## src/rtl/mux8_rr_arbiter.sv

```systemverilog
// Round-robin arbiter granting one of eight sources ownership of a shared 8:1 mux.
// Define MUX8_ARB_TIMEOUT_EN to revoke grants that are held for TIMEOUT cycles.
module mux8_rr_arbiter #(
  parameter int TIMEOUT = 16
) (
  input  logic       clk,
  input  logic       rst,
  input  logic [7:0] req,
  input  logic       done,
  output logic [7:0] grant,
  output logic [2:0] sel,
  output logic       busy,
  output logic       timeout
);

  typedef enum logic {
    IDLE  = 1'b0,
    GRANT = 1'b1
  } state_t;

  state_t     state_reg;
  logic [2:0] ptr_reg;
  logic [2:0] sel_reg;
  logic [7:0] grant_reg;
  logic       busy_reg;

  logic [2:0] winner;
  logic [7:0] winner_onehot;
  logic       release_req;
  logic       expire;

  // First requesting source at or after the pointer, wrapping modulo 8.
  always_comb begin
    logic       found;
    logic [2:0] idx;
    winner = '0;
    found  = 1'b0;
    idx    = '0;
    for (int i = 0; i < 8; i++) begin
      idx = ptr_reg + 3'(i);
      if (!found && req[idx]) begin
        winner = idx;
        found  = 1'b1;
      end
    end
  end

  for (genvar gi = 0; gi < 8; gi++) begin : g_onehot
    assign winner_onehot[gi] = (winner == 3'(gi));
  end

  assign release_req = done | ~req[sel_reg];

`ifdef MUX8_ARB_TIMEOUT_EN
  localparam logic [7:0] CNT_LAST = 8'(TIMEOUT - 1);

  logic [7:0] cnt_reg;
  logic       timeout_reg;

  // Counter is zero on the first grant cycle, so expiry fires after TIMEOUT cycles.
  assign expire = (state_reg == GRANT) && (cnt_reg == CNT_LAST);

  always_ff @(posedge clk) begin
    if (rst) begin
      cnt_reg     <= '0;
      timeout_reg <= 1'b0;
    end else begin
      timeout_reg <= expire & ~release_req;
      if (state_reg == GRANT) begin
        cnt_reg <= cnt_reg + 8'd1;
      end else begin
        cnt_reg <= '0;
      end
    end
  end

  assign timeout = timeout_reg;
`else
  logic unused_cfg;
  assign unused_cfg = (TIMEOUT > 0);
  assign expire     = 1'b0;
  assign timeout    = 1'b0;
`endif

  always_ff @(posedge clk) begin
    if (rst) begin
      state_reg <= IDLE;
      grant_reg <= '0;
      sel_reg   <= '0;
      busy_reg  <= 1'b0;
      ptr_reg   <= '0;
    end else begin
      case (state_reg)
        IDLE: begin
          if (|req) begin
            state_reg <= GRANT;
            grant_reg <= winner_onehot;
            sel_reg   <= winner;
            busy_reg  <= 1'b1;
          end
        end
        GRANT: begin
          // Released owner drops to lowest priority for the next arbitration.
          if (release_req || expire) begin
            state_reg <= IDLE;
            grant_reg <= '0;
            busy_reg  <= 1'b0;
            ptr_reg   <= sel_reg + 3'd1;
          end
        end
        default: state_reg <= IDLE;
      endcase
    end
  end

  assign grant = grant_reg;
  assign sel   = sel_reg;
  assign busy  = busy_reg;

endmodule

```

## config.mk

```make
export PLATFORM = sky130hd
export DESIGN_NAME = mux8_rr_arbiter
export DESIGN_NICKNAME = d
export VERILOG_FILES = /design/src/rtl/mux8_rr_arbiter.sv
export SDC_FILE = /design/constraint.sdc
export NUM_CORES = 1
export LEC_CHECK = 0
export ABC_AREA = 1
export CAP_MARGIN = 20
export CORE_UTILIZATION = 35
export CTS_BUF_LIST = sky130_fd_sc_hd__clkbuf_8
export DETAILED_ROUTE_END_ITERATION = 7
export SETUP_SLACK_MARGIN = 0.1
export SLEW_MARGIN = 10
export SYNTH_ARGS = -nofsm -noshare
export SYNTH_HDL_FRONTEND = slang
export SYNTH_SLANG_ARGS = --single-unit
```

## constraint.sdc

```tcl
create_clock -name clk -period 2.2 [get_ports clk]
set_input_delay 0.44 -clock clk [delete_from_list [all_inputs] [get_ports clk]]
set_output_delay 0.44 -clock clk [all_outputs]
set_load 0.01 [all_outputs]
```

# After elaboration in Yosys (flattened, before gate mapping)
# Cells that the tools add are included.
[word_totals]
ff_bits = 16
input_bits = 11
output_inout_bits = 13
elab_cells = 95
[op_classes]
add_sub_neg = 8
magnitude_cmp = 9
eq_ne = 9
mux = 42
bitwise = 3
n_reduce_logical = 19
[ops]
columns = ["cell", "n"]
rows = [
  ["less-than comparator 3 x 4 -> 1 bit (second input constant)", 9],
  ["binary-select mux 1 bit (select 3 bit)", 9],
  ["two-way mux 3 bit", 8],
  ["two-way mux 1 bit", 20],
  ["two-way mux 8 bit", 2],
  ["one-hot mux 8 bit (2 select lines)", 1],
  ["adder 3 bit (second input constant)", 4],
  ["== test 3 bit (second input constant)", 4],
  ["OR reduction 8 bit", 1],
  ["logical AND 1 bit", 7],
  ["logical NOT 1 bit", 7],
  ["adder 3 x 1 -> 3 bit (second input constant)", 2],
  ["adder 3 x 2 -> 3 bit (second input constant)", 2],
  ["== test 3 x 2 -> 1 bit (second input constant)", 2],
  ["AND reduction 2 bit", 3],
  ["one-hot mux 1 bit (2 select lines)", 2],
  ["== test 3 x 1 -> 1 bit (second input constant)", 1],
  ["logical NOT 3 bit", 1],
  ["!= test 2 x 1 -> 1 bit (second input constant)", 1],
  ["!= test 2 bit (second input constant)", 1],
  ["inverter 1 bit", 2],
  ["bitwise OR 1 bit", 1],
]

# Longest topological paths before layout
[logic_depth]
depth_word = 27
mapped_depth = 20
ltp_nobuf = 18

# Worst setup path before layout
# Ideal clock, no wire load.
[synth_path]
path_type = "register to register"
startpoint = "register ptr_reg[0]"
endpoint = "register grant_reg[2], in the netlist grant[2]"
t_arrival_ns = 2.292
required_time_ns = 2.070
slack_ns = -0.222
stages_incl_launch_ff = 19
n_path_buf = 2
path_cell_list = "dfxtp_1 > buf_6 > inv_4 > buf_12 > ha_1 > inv_1 > nand3_2 > nand3_2 > nand2_2 > nor2_4 > nand4_2 > nor2_4 > nand4_1 > nand2_2 > inv_2 > nand2_1 > nor2_1 > nor2_1 > nor2_1"
[synth_between]
elab_chain_cells = 27
elab_cells_between_ends = 55
[synth_rtl]
columns = ["element", "line", "rtl"]
rows = [
  ["start, declared", "22", "logic [2:0] ptr_reg;"],
  ["start signal, assigned", "108", "ptr_reg <= sel_reg + 3'd1;"],
  ["branches (longest 23 deep; another with adder 3 x 1 -> 3 bit)", "--", ""],
  ["two-way mux 3 bit (*)", "41", "if (!found && req[idx]) begin"],
  ["== test 3 x 2 -> 1 bit (*)", "49", "assign winner_onehot[gi] = (winner == 3'(gi));"],
  ["two-way mux 8 bit (*)", "95", "if (|req) begin"],
  ["one-hot mux 8 bit (2 select lines) (*)", "93", "case (state_reg)"],
  ["end signal, assigned", "97", "grant_reg <= winner_onehot;"],
  ["end, declared", "24", "logic [7:0] grant_reg;"],
]
# Mark *: on every way between the ends. The select of a mux whose other input is x is not followed.
# A chain may end at the register's enable or synchronous reset.

# Worst setup path in the final report
[layout_path]
startpoint = "register ptr_reg[1]"
endpoint = "register grant_reg[2], in the netlist grant[2]"
# The elaborated chain is that of the path after synthesis.

==> summary.txt <==
Outcome
  • Outcome: finished, final reports clean

Critical path
  • Register-to-register setup slack: 0.008 ns
  • Cell depth of the worst flop-to-flop path: 18
  • Worst reg2reg path startpoint: ptr_reg[1]
  • Worst EP arrival: 2.33 ns
  • Reg2Reg Capture Point: grant[2]
  • Worst setup SP type: flip-flop
  • Class of the most critical setup path: reg -> reg
  • Type of destination of the critical path: flip-flop
  • Highest net fanout along the worst path: 6
  • Required time of the critical path: 2.34 ns

STA
  • Clock skew after layout: 0.003235 ns
  • # setup viols final: 0
  • Unrepaired setup endpoints after global routing: true
  • Min Clock Period, post-route: 2.192 ns
  • Hold violation total from the final report: 0
  • Part of the cycle the worst path needs: 0.9965
  • Setup TNS: 0 ns
  • Crit path setup slack, layout: 0.007797 ns
  • Worst hold slack: 0.4593 ns
  • Number of slew-limit violations in the final report: 0
  • Upper clock frequency limit: 456.2 MHz

Floorplanning
  • Floorplan row count: 23
  • Floorplan die height: 68.23 um
  • Area enclosed by the die boundary: 0.004655 sq mm
  • I/O pin count: 24
  • Die extent in x: 68.23 um
  • Starting Density: 0.3731
  • Core Area: 0.004115 sq mm

Place
  • Number of port buffers: 22
  • Final HPWL DP: 3233 um
  • Placed Instances: 328
  • Routability-driven placement congestion ratio: 0.8549
  • Placed standard-cell area: 0.002047 sq mm
  • Worst setup slack after placement: -0.3241 ns

Routing
  • Total Routed Length: 4344 um
  • Vias/cell: 4.932
  • Drt pass-1 iters: 4
  • Per-cell routed wire length: 12.89 um
  • Starting DRT DRC Count: 145
  • Post-route DRC violation count: 0
  • Number of vias after detailed routing: 1,662
  • Post-detailed-route count of antenna-violating nets: 0

Logic synthesis
  • Dominant register cell in the synthesized netlist: sky130_fd_sc_hd__dfxtp_1
  • Mean cell area of the mapped netlist: 6.646 sq um
  • Number of distinct standard cells referenced by the synthesized netlist: 37
  • Number of synthesized register bits: 16
  • Sequential fraction of the synthesis area: 0.2086
  • Number of synthesized flops with an enable pin: 0
  • Post-synth net total: 245
  • Gate count after technology mapping: 231
  • Count of synthesis-stage warnings from yosys: 0
  • Async set or reset register ratio after synthesis: 0
  • Synth Cell Area: 0.001535 sq mm

Clock network
  • Clock buffer count from CTS: 3
  • Skew-Pair Late Insertion Delay: 0.24 ns
  • Clk pin slew, worst setup/hold paths: 0.06 ns
  • Max Buffers Root-to-Sink: 2
  • Master cell of the clock root buffer: sky130_fd_sc_hd__clkbuf_8
  • Post-CTS Hold Fix Bufs: 0
  • Clock tree from TritonCTS: built
  • Clock Sinks: 16
  • H-tree depth: 1

Global routing
  • Maximum number of pins on one net before global-route repair: 11
  • GR Util All Layers: 0.1871
  • Via count of the first global-routing pass: 1,475
  • First-pass GRT wire length: 6665 um
  • Number of antenna violations at the first check in global routing: 0
  • Remaining Overflow, GRT: 0

Finish
  • Final core utilization: 0.5610
  • Final design area excluding fillers: 0.002308 sq mm
  • Share of layout cells above drive strength 1: 0.4146
  • Max reg flops: 8
  • Number of nets in the finished design: 303
  • Synth-to-layout area growth: 50.37%
  • Post-layout instance count excluding filler cells: 337
  • Antenna diode count: 0

Worst hold path
  • Number of cells traversed by the worst hold path: 2
  • Endpoint with the worst hold slack: state_reg
  • Class of the tightest hold or removal check: reg -> reg
  • Start point of the worst hold path: state_reg

Pwr
  • Total power density per cell area: 1231 mW/mm^2
  • Max rail drop VDD: 0.5781 mV
  • Leakage power of the design: 1.024 nW
  • Overall Power: 2.842 mW

Run
  • Number of max-cap violations: 0
## layout by cell type, fill, tap and decap left out, types with 13 or more instances in the layout
master / Yosys / final
sky130_fd_sc_hd__nand2_2: 8 / 18
sky130_fd_sc_hd__nand3_2: 14 / 13
sky130_fd_sc_hd__clkdlybuf4s50_1: 0 / 14
sky130_fd_sc_hd__nand2_1: 44 / 30
sky130_fd_sc_hd__inv_1: 18 / 17
sky130_fd_sc_hd__nor2_1: 31 / 31
sky130_fd_sc_hd__dfxtp_1: 16 / 13
sky130_fd_sc_hd__nand3_1: 24 / 16
sky130_fd_sc_hd__buf_4: 2 / 36
## critical path, stage by stage, from the launching register on
cell and delay, ns:
sky130_fd_sc_hd__dfxtp_4 0.38, sky130_fd_sc_hd__inv_4 0.04, sky130_fd_sc_hd__ha_4 0.29, sky130_fd_sc_hd__inv_6 0.10, sky130_fd_sc_hd__nand3_4 0.10, sky130_fd_sc_hd__nand2_2 0.10, sky130_fd_sc_hd__nand2_2 0.06, sky130_fd_sc_hd__nand2_4 0.09
sky130_fd_sc_hd__nand3_4 0.08, sky130_fd_sc_hd__nor2_4 0.12, sky130_fd_sc_hd__nand3_1 0.12, sky130_fd_sc_hd__nand3_1 0.10, sky130_fd_sc_hd__nand2_1 0.06, sky130_fd_sc_hd__nand2_2 0.13, sky130_fd_sc_hd__inv_2 0.06, sky130_fd_sc_hd__nand2_2 0.07
sky130_fd_sc_hd__nor2_1 0.04, sky130_fd_sc_hd__nor2_1 0.10, sky130_fd_sc_hd__nor2_1 0.04
## power breakdown
group / leakage (nW) / internal [mW] / switching (mW)
Combinational: 0.870 / 0.900 / 1.26
Clock: 0.0216 / 0.121 / 0.0880
Sequential: 0.133 / 0.377 / 0.0940
## cell usage after synthesis, drive strengths merged (3+ instances only)
library cell | n | share of area
a21oi | 11 | 0.041
ha | 3 | 0.024
xnor2 | 3 | 0.017
dfxtp | 16 | 0.21
buf | 5 | 0.033
xor2 | 3 | 0.022
nand2 | 56 | 0.17
nor2 | 36 | 0.11
inv | 28 | 0.070
o21ai | 12 | 0.039
nand3 | 38 | 0.17
nand4 | 7 | 0.037
## layer usage
layer | vias up | global-route usage | wire [um]
li1 | 872 | - | -
met1 | 750 | 0.2614 | 2050
met2 | 38 | 0.3125 | 2115
met3 | 2 | 0.01167 | 155
met4 | 0 | 0.03906 | 21
met5 | - | 0 | 0
## how the worst max path moves through the flow
stage | slack, ns | startpoint | cells past startpoint | end
after global placement | -0.31 | req[6] | 14 | grant[2]
after detailed placement | -0.32 | req[3] | 16 | grant[6]
after CTS | 0.06 | ptr_reg[0] | 18 | grant[6]
after floorplan | 0.04 | ptr_reg[0] | 17 | grant[2]
after global routing | -0.14 | ptr_reg[1] | 18 | grant[6]
final | 0.008 | ptr_reg[1] | 18 | grant[2]
## what timing repair did
action	in CTS	in global routing
endpoints found under the hold margin	0	0
setup buffers	2	4
resized for setup	27	25
setup endpoints to repair	10	11
pin swaps	11	13
## final cells by class
cell class / count / area [sq um]
fill: 381 / 1807
sequential: 16 / 329.1
timing repair buffer: 59 / 491.7
clock buffer: 3 / 41.29
inverter: 28 / 115.1
tap: 50 / 62.56
multi-input combinational: 181 / 1269
## kinds of logic after synthesis
kind of cell	count (synthesis)	share of synthesized area
and+or+nand+nor	140	0.4939
buffers and inverters	34	0.1059
AOI/OAI and AO/OA	30	0.1190
DFF	16	0.2086
xor gates and xnor gates	6	0.03913
adders and majority gates	3	0.02445
other	1	0.002443
muxes	1	0.006520
Power figures use the tool's default switching activity.
